===== config.mk =====
export PLATFORM = sky130hd
export DESIGN_NAME = register_set_master
export DESIGN_NICKNAME = d
export VERILOG_FILES = /design/src/rtl/register_set_master.sv
export SDC_FILE = /design/constraint.sdc
export NUM_CORES = 1
export LEC_CHECK = 0
export BUFFER_PORTS_ARGS = -buffer_cell sky130_fd_sc_hd__buf_2
export CAP_MARGIN = 5
export CORE_MARGIN = 2
export CORE_UTILIZATION = 46
export DETAILED_ROUTE_END_ITERATION = 8
export PLACE_DENSITY_LB_ADDON = 0.15
export SYNTH_ARGS = -nofsm -noshare
export SYNTH_HDL_FRONTEND = slang
export SYNTH_SLANG_ARGS = --single-unit

===== constraint.sdc =====
create_clock -name clk -period 4 [get_ports clk]
set_input_delay 0.8 -clock clk [delete_from_list [all_inputs] [get_ports clk]]
set_output_delay 0.8 -clock clk [all_outputs]
set_load 0.005 [all_outputs]

===== src/rtl/register_set_master.sv =====
// Single-outstanding req/ack initiator for the byte-addressed register set.
// Optional WAIT timeout is enabled by defining REG_MASTER_TIMEOUT_EN.
module register_set_master #(
  parameter int unsigned DATA_WIDTH     = 8,
  parameter int unsigned ADDR_WIDTH     = 8,
  parameter int unsigned TIMEOUT_CYCLES = 15
) (
  input  logic                    clk,
  input  logic                    reset,
  input  logic                    cmd_valid,
  output logic                    cmd_ready,
  input  logic                    cmd_wnr,
  input  logic [1:0]              cmd_size,
  input  logic [ADDR_WIDTH-1:0]   cmd_addr,
  input  logic [4*DATA_WIDTH-1:0] cmd_wdata,
  output logic                    rsp_valid,
  input  logic                    rsp_ready,
  output logic [4*DATA_WIDTH-1:0] rsp_rdata,
  output logic [1:0]              rsp_status,
  output logic                    rs_wnr,
  output logic [1:0]              rs_req,
  output logic [ADDR_WIDTH-1:0]   rs_address,
  output logic [4*DATA_WIDTH-1:0] rs_data_in,
  input  logic                    rs_ack,
  input  logic [4*DATA_WIDTH-1:0] rs_data_out
);

  localparam int unsigned BUS_W = 4 * DATA_WIDTH;
  localparam logic [ADDR_WIDTH:0] ADDR_SPACE = {1'b1, {ADDR_WIDTH{1'b0}}};

  localparam logic [1:0] ST_OK      = 2'd0;
  localparam logic [1:0] ST_TIMEOUT = 2'd1;
  localparam logic [1:0] ST_ILLEGAL = 2'd2;
  localparam logic [1:0] ST_RANGE   = 2'd3;

  if (TIMEOUT_CYCLES < 1 || TIMEOUT_CYCLES > 255) begin : g_timeout_range_check
    $error("TIMEOUT_CYCLES must be in 1..255");
  end

  typedef enum logic [1:0] {
    S_IDLE,
    S_ISSUE,
    S_WAIT,
    S_RESP
  } state_t;

  function automatic int unsigned nbytes(input logic [1:0] size);
    case (size)
      2'd1:    return 1;
      2'd2:    return 2;
      2'd3:    return 4;
      default: return 0;
    endcase
  endfunction

  function automatic logic [BUS_W-1:0] lane_mask(input logic [1:0] size);
    logic [BUS_W-1:0] m;
    m = '0;
    for (int unsigned i = 0; i < 4; i++) begin
      if (i < nbytes(size)) m[i*DATA_WIDTH +: DATA_WIDTH] = '1;
    end
    return m;
  endfunction

  state_t                 state_q, state_d;
  logic                   cmd_ready_q, cmd_ready_d;
  logic                   rsp_valid_q, rsp_valid_d;
  logic [BUS_W-1:0]       rsp_rdata_q, rsp_rdata_d;
  logic [1:0]             rsp_status_q, rsp_status_d;
  logic                   rs_wnr_q, rs_wnr_d;
  logic [1:0]             rs_req_q, rs_req_d;
  logic [ADDR_WIDTH-1:0]  rs_address_q, rs_address_d;
  logic [BUS_W-1:0]       rs_data_in_q, rs_data_in_d;
  logic [1:0]             size_q, size_d;
  logic [ADDR_WIDTH:0]    end_addr;
`ifdef REG_MASTER_TIMEOUT_EN
  localparam logic [7:0] WAIT_LAST = 8'(TIMEOUT_CYCLES - 1);
  logic [7:0]             wcnt_q, wcnt_d;
`endif

  assign end_addr = {1'b0, cmd_addr} + (ADDR_WIDTH+1)'(nbytes(cmd_size));

  always_comb begin
    state_d      = state_q;
    cmd_ready_d  = cmd_ready_q;
    rsp_valid_d  = rsp_valid_q;
    rsp_rdata_d  = rsp_rdata_q;
    rsp_status_d = rsp_status_q;
    rs_wnr_d     = rs_wnr_q;
    rs_req_d     = rs_req_q;
    rs_address_d = rs_address_q;
    rs_data_in_d = rs_data_in_q;
    size_d       = size_q;
`ifdef REG_MASTER_TIMEOUT_EN
    wcnt_d       = wcnt_q;
`endif
    unique case (state_q)
      S_IDLE: begin
        cmd_ready_d = 1'b1;
        if (cmd_valid) begin
          cmd_ready_d = 1'b0;
          size_d      = cmd_size;
          rsp_rdata_d = '0;
          if (cmd_size == 2'd0) begin
            state_d      = S_RESP;
            rsp_status_d = ST_ILLEGAL;
          end else if (end_addr > ADDR_SPACE) begin
            state_d      = S_RESP;
            rsp_status_d = ST_RANGE;
          end else begin
            state_d      = S_ISSUE;
            rs_req_d     = cmd_size;
            rs_wnr_d     = cmd_wnr;
            rs_address_d = cmd_addr;
            rs_data_in_d = cmd_wdata & lane_mask(cmd_size);
          end
        end
      end
      S_ISSUE: begin
        rs_req_d = '0;
        state_d  = S_WAIT;
`ifdef REG_MASTER_TIMEOUT_EN
        wcnt_d   = '0;
`endif
      end
      S_WAIT: begin
        if (rs_ack) begin
          state_d      = S_RESP;
          rsp_valid_d  = 1'b1;
          rsp_status_d = ST_OK;
          rsp_rdata_d  = rs_wnr_q ? '0 : (rs_data_out & lane_mask(size_q));
        end
`ifdef REG_MASTER_TIMEOUT_EN
        else if (wcnt_q == WAIT_LAST) begin
          state_d      = S_RESP;
          rsp_valid_d  = 1'b1;
          rsp_status_d = ST_TIMEOUT;
          rsp_rdata_d  = '0;
        end else begin
          wcnt_d = wcnt_q + 8'd1;
        end
`endif
      end
      S_RESP: begin
        // Rejected commands enter RESP with valid still low; it rises one edge later.
        if (!rsp_valid_q) begin
          rsp_valid_d = 1'b1;
        end else if (rsp_ready) begin
          rsp_valid_d = 1'b0;
          cmd_ready_d = 1'b1;
          state_d     = S_IDLE;
        end
      end
      default: state_d = S_IDLE;
    endcase
  end

  always_ff @(posedge clk) begin
    if (reset) begin
      state_q      <= S_IDLE;
      cmd_ready_q  <= 1'b1;
      rsp_valid_q  <= 1'b0;
      rsp_rdata_q  <= '0;
      rsp_status_q <= '0;
      rs_wnr_q     <= 1'b0;
      rs_req_q     <= '0;
      rs_address_q <= '0;
      rs_data_in_q <= '0;
      size_q       <= '0;
`ifdef REG_MASTER_TIMEOUT_EN
      wcnt_q       <= '0;
`endif
    end else begin
      state_q      <= state_d;
      cmd_ready_q  <= cmd_ready_d;
      rsp_valid_q  <= rsp_valid_d;
      rsp_rdata_q  <= rsp_rdata_d;
      rsp_status_q <= rsp_status_d;
      rs_wnr_q     <= rs_wnr_d;
      rs_req_q     <= rs_req_d;
      rs_address_q <= rs_address_d;
      rs_data_in_q <= rs_data_in_d;
      size_q       <= size_d;
`ifdef REG_MASTER_TIMEOUT_EN
      wcnt_q       <= wcnt_d;
`endif
    end
  end

  assign cmd_ready  = cmd_ready_q;
  assign rsp_valid  = rsp_valid_q;
  assign rsp_rdata  = rsp_rdata_q;
  assign rsp_status = rsp_status_q;
  assign rs_wnr     = rs_wnr_q;
  assign rs_req     = rs_req_q;
  assign rs_address = rs_address_q;
  assign rs_data_in = rs_data_in_q;

endmodule


==> flow_metrics.py <==
metrics = {
    "floorplanning": {
        "pin_count": 159,
        "rows": 30,
        "die_y_um": 87.90,
        "die_x_um": 87.90,
        "initial_utilization_pct": 47.66,
        "die-area_sq_mm": 0.007726,
        "core_area_sq_mm": 0.006794,
    },
    "synthesis": {
        "synth_edf_count": 0,
        "syn_nets": 468,
        "ys_seq_area_share_pct": 51.31,
        "ys_ff_latch": 83,
        "synth_warnings": 0,
        "synth_cells": 381,
        "yosysTopAreaCell": "dfxtp_1",
        "yosysUniqueCellTypes": 33,
        "synth_area_sq_mm": 0.003238,
        "synthTopCellsByArea": "dfxtp_1 (51%), nand2_1 (6.5%), a21oi_1 (6.2%), a22oi_1 (5.6%), nand3_1 (5.4%)",
        "async_flop_share_pct": 0,
        "synth_flop_cell": "dfxtp_1",
        "synth_top_area_share_pct": 51.31,
        "avgSynthCellArea_sq_um": 8.499,
    },
    "critical_path": {
        "cp_max_fo": 57,
        "path_cells": "buf_2 > inv_1 > nor2_1 > fa_1 > o21ai_0 > o311ai_1 > a211oi_4 > buf_4 > nand3_1 > a21oi_1",
        "r2r_start": "state_q[0]$_SDFFE_PP0P_",
        "cp_slowest_stage_delay_ns": 0.47,
        "arrival_ns": 3.29,
        "end_kind": "flip-flop",
        "path_class": "in -> reg",
        "cp.required_ns": 4.28,
        "worstSetupStartpointType": "input pin",
        "crit_slowest_cell": "fa_1",
        "critPathLaunch": "cmd_size[1]",
    },
    "clocking": {
        "cts.sinks": 83,
        "cts.repair.resized": 0,
        "worstSkewPairLatency_ns": 0.35,
        "clk_pin_slew_worst_paths_ns": 0.09,
        "htreeDepth": 3,
        "clockBufferDepth": 2,
        "cts_tree": "built",
        "cts_root_buffer": "clkbuf_8",
        "ctsHoldBuffers": 0,
        "post-cts-setup-buffer-count": 0,
        "cts_buffers": 9,
    },
    "global_route": {
        "grt_pass1_wl_um": 12430,
        "grt_max_degree": 86,
        "grt_util_met3_pct": 6.598,
        "antenna_found_initial": 0,
        "grt.busiest_layer": "met2",
        "grt_util_met1_pct": 26.12,
        "met2_usage_pct": 32.37,
        "grt_use_total_pct": 20.39,
        "grt_pass1_vias": 2732,
        "grt_overflow_total": 0,
    },
    "layout": {
        "layout_commonest_cell": "buf_2",
        "fin_nets": 612,
        "antenna_cells": 0,
        "final_cell_mix": "buf_2 (158), dfxtp_1 (83), nand2_1 (56)",
        "stdcell_count": 626,
        "area_growth_pct": 31.92,
        "final_layout_size_suffix_gt1_share_pct": 34.34,
    },
    "hold_path": {
        "hold_class": "reg -> reg",
        "min_from": "rsp_rdata[11]$_SDFFE_PP0P_",
    },
    "place": {
        "gp_congestion": 0.8449,
        "hpwl_um": 5689,
        "portBuffers": 158,
        "dp.cells": 610,
    },
    "sta": {
        "skew_ns": 0.008741,
        "layout_worst_path_cycle_share_pct": 75.44,
        "rsz0062_at_grt": "no",
        "setup_tns_ns": 0,
        "worst_slew_pin_slew_ns": 1.122,
        "final_max_slew_viol_count": 0,
        "hold_violations": 0,
        "setup_viol": 0,
        "timing.fmax_mhz": 331.4,
        "max_slew_margin_pct": 24.60,
        "min_period_ns": 3.017,
    },
    "drt": {
        "vias": 3149,
        "drc": 0,
        "wl_per_cell_um": 13.16,
        "drtAntennaViolNets": 0,
        "wl_um": 8236,
        "dr.pass1.iters": 4,
        "vias_per_cell": 5.030,
        "drt_iter0_drc": 166,
    },
    "power": {
        "p_clk_share_pct": 28.1,
        "combinationalPowerShare_pct": 28.5,
        "p_sw_share_pct": 34.74,
        "peakVddDrop_v": 0.0002446,
        "p_leak_nw": 1.940,
        "power_switching_mw": 0.7496,
        "seqPwrFrac_pct": 43.4,
        "power.internal_mw": 1.408,
        "powerDensity_mw_per_mm2": 505.1,
    },
    "run": {
        "maxCapViolCount": 0,
    },
    "status": {
        "status": "completed",
    },
}
## final timing paths
path                                                     to  slack, ns  depth (start not counted)
worst min register to register   rsp_rdata[11]$_SDFFE_PP0P_       0.45                          2
worst max-delay path            rs_data_in[13]$_SDFFE_PP0P_       0.98                         10
worst max register to register   rsp_rdata[20]$_SDFFE_PP0P_       1.12                          7
worst min-delay path             rsp_rdata[11]$_SDFFE_PP0P_       0.45                          2
## layout make-up
cell class	instances	area (sq um)
fillers	630	2522
flip-flops and latches	83	1662
multi-input cells	263	1445
well taps	96	120.1
clock inverters	7	77.57
clock buffers	9	123.9
inverters	6	22.52
repair buffers	162	820.8
## layer usage
layer / vias to the layer above / wire length, um
li1: 1598 / -
met1: 1441 / 3560
met2: 102 / 3991
met3: 8 / 619
met4: 0 / 65
met5: - / 0
## kinds of logic after synthesis
family | after synthesis | synth area share, %
simple gates | 162 | 23.73
compound gates | 94 | 17.58
flops | 83 | 51.31
buf+inv | 35 | 4.444
fa+ha+maj | 7 | 2.937
## power by group through the flow
| stage | clock network, mW | logic (mW) | registers, mW |
|---|---|---|---|
| 2_1_floorplan | 0 | 0.414 | 0.960 |
| 3_3_place_gp | 0 | 0.604 | 0.955 |
| 3_5_place_dp | 0 | 0.616 | 0.957 |
| 4_1_cts | 0.613 | 0.617 | 0.938 |
| 5_1_grt | 0.653 | 0.689 | 0.948 |
| 6_report | 0.605 | 0.615 | 0.937 |
## Yosys cell counts, drive strengths merged, types with 2 or more instances
| cell | number |
|---|---|
| a21oi | 40 |
| or3 | 2 |
| nand3 | 35 |
| nor3 | 3 |
| o41ai | 2 |
| a211oi | 3 |
| dfxtp | 83 |
| nor2b | 3 |
| clkbuf | 16 |
| nand4b | 2 |
| a211o | 2 |
| inv | 6 |
| nand2 | 56 |
| buf | 13 |
| nand2b | 18 |
| a22oi | 24 |
| o21ai | 18 |
| nor2 | 36 |
| ha | 6 |
## state kept, by name (all words and copies together), names as in the netlist
| name | flops |
|---|---|
| rs_req | 2 |
| rs_wnr | 1 |
| state_q | 2 |
| rs_address | 8 |
| size_q | 2 |
| rsp_status | 2 |
| rs_data_in | 32 |
| cmd_ready | 1 |
| rsp_rdata | 32 |
| rsp_valid | 1 |
## stage by stage
step / power [mW] / utilization [%] / area (sq um) / hold slack (ns) / worst slack, ns
finish: 2.158 / 62.87 / 4272 / 0.4512 / 0.9826
detailed placement: 1.572 / 59.91 / 4070 / 0.4413 / 0.6461
CTS: 2.168 / 62.87 / 4272 / 0.4533 / 1.014
global route: 2.290 / 62.87 / 4272 / 0.4748 / 0.7951
global placement: 1.559 / 59.91 / 4070 / 0.4364 / 0.7648
floorplan: 1.374 / - / 3238 / 0.4448 / 0.9551
## worst max-delay path: cells and delay by family
family,cells,cell delay [ns]
simple gates,2,0.35
fa+ha+maj,1,0.47
compound gates,4,0.84
buf+inv,3,0.81
Note: power is estimated with default switching activity, not from simulation.
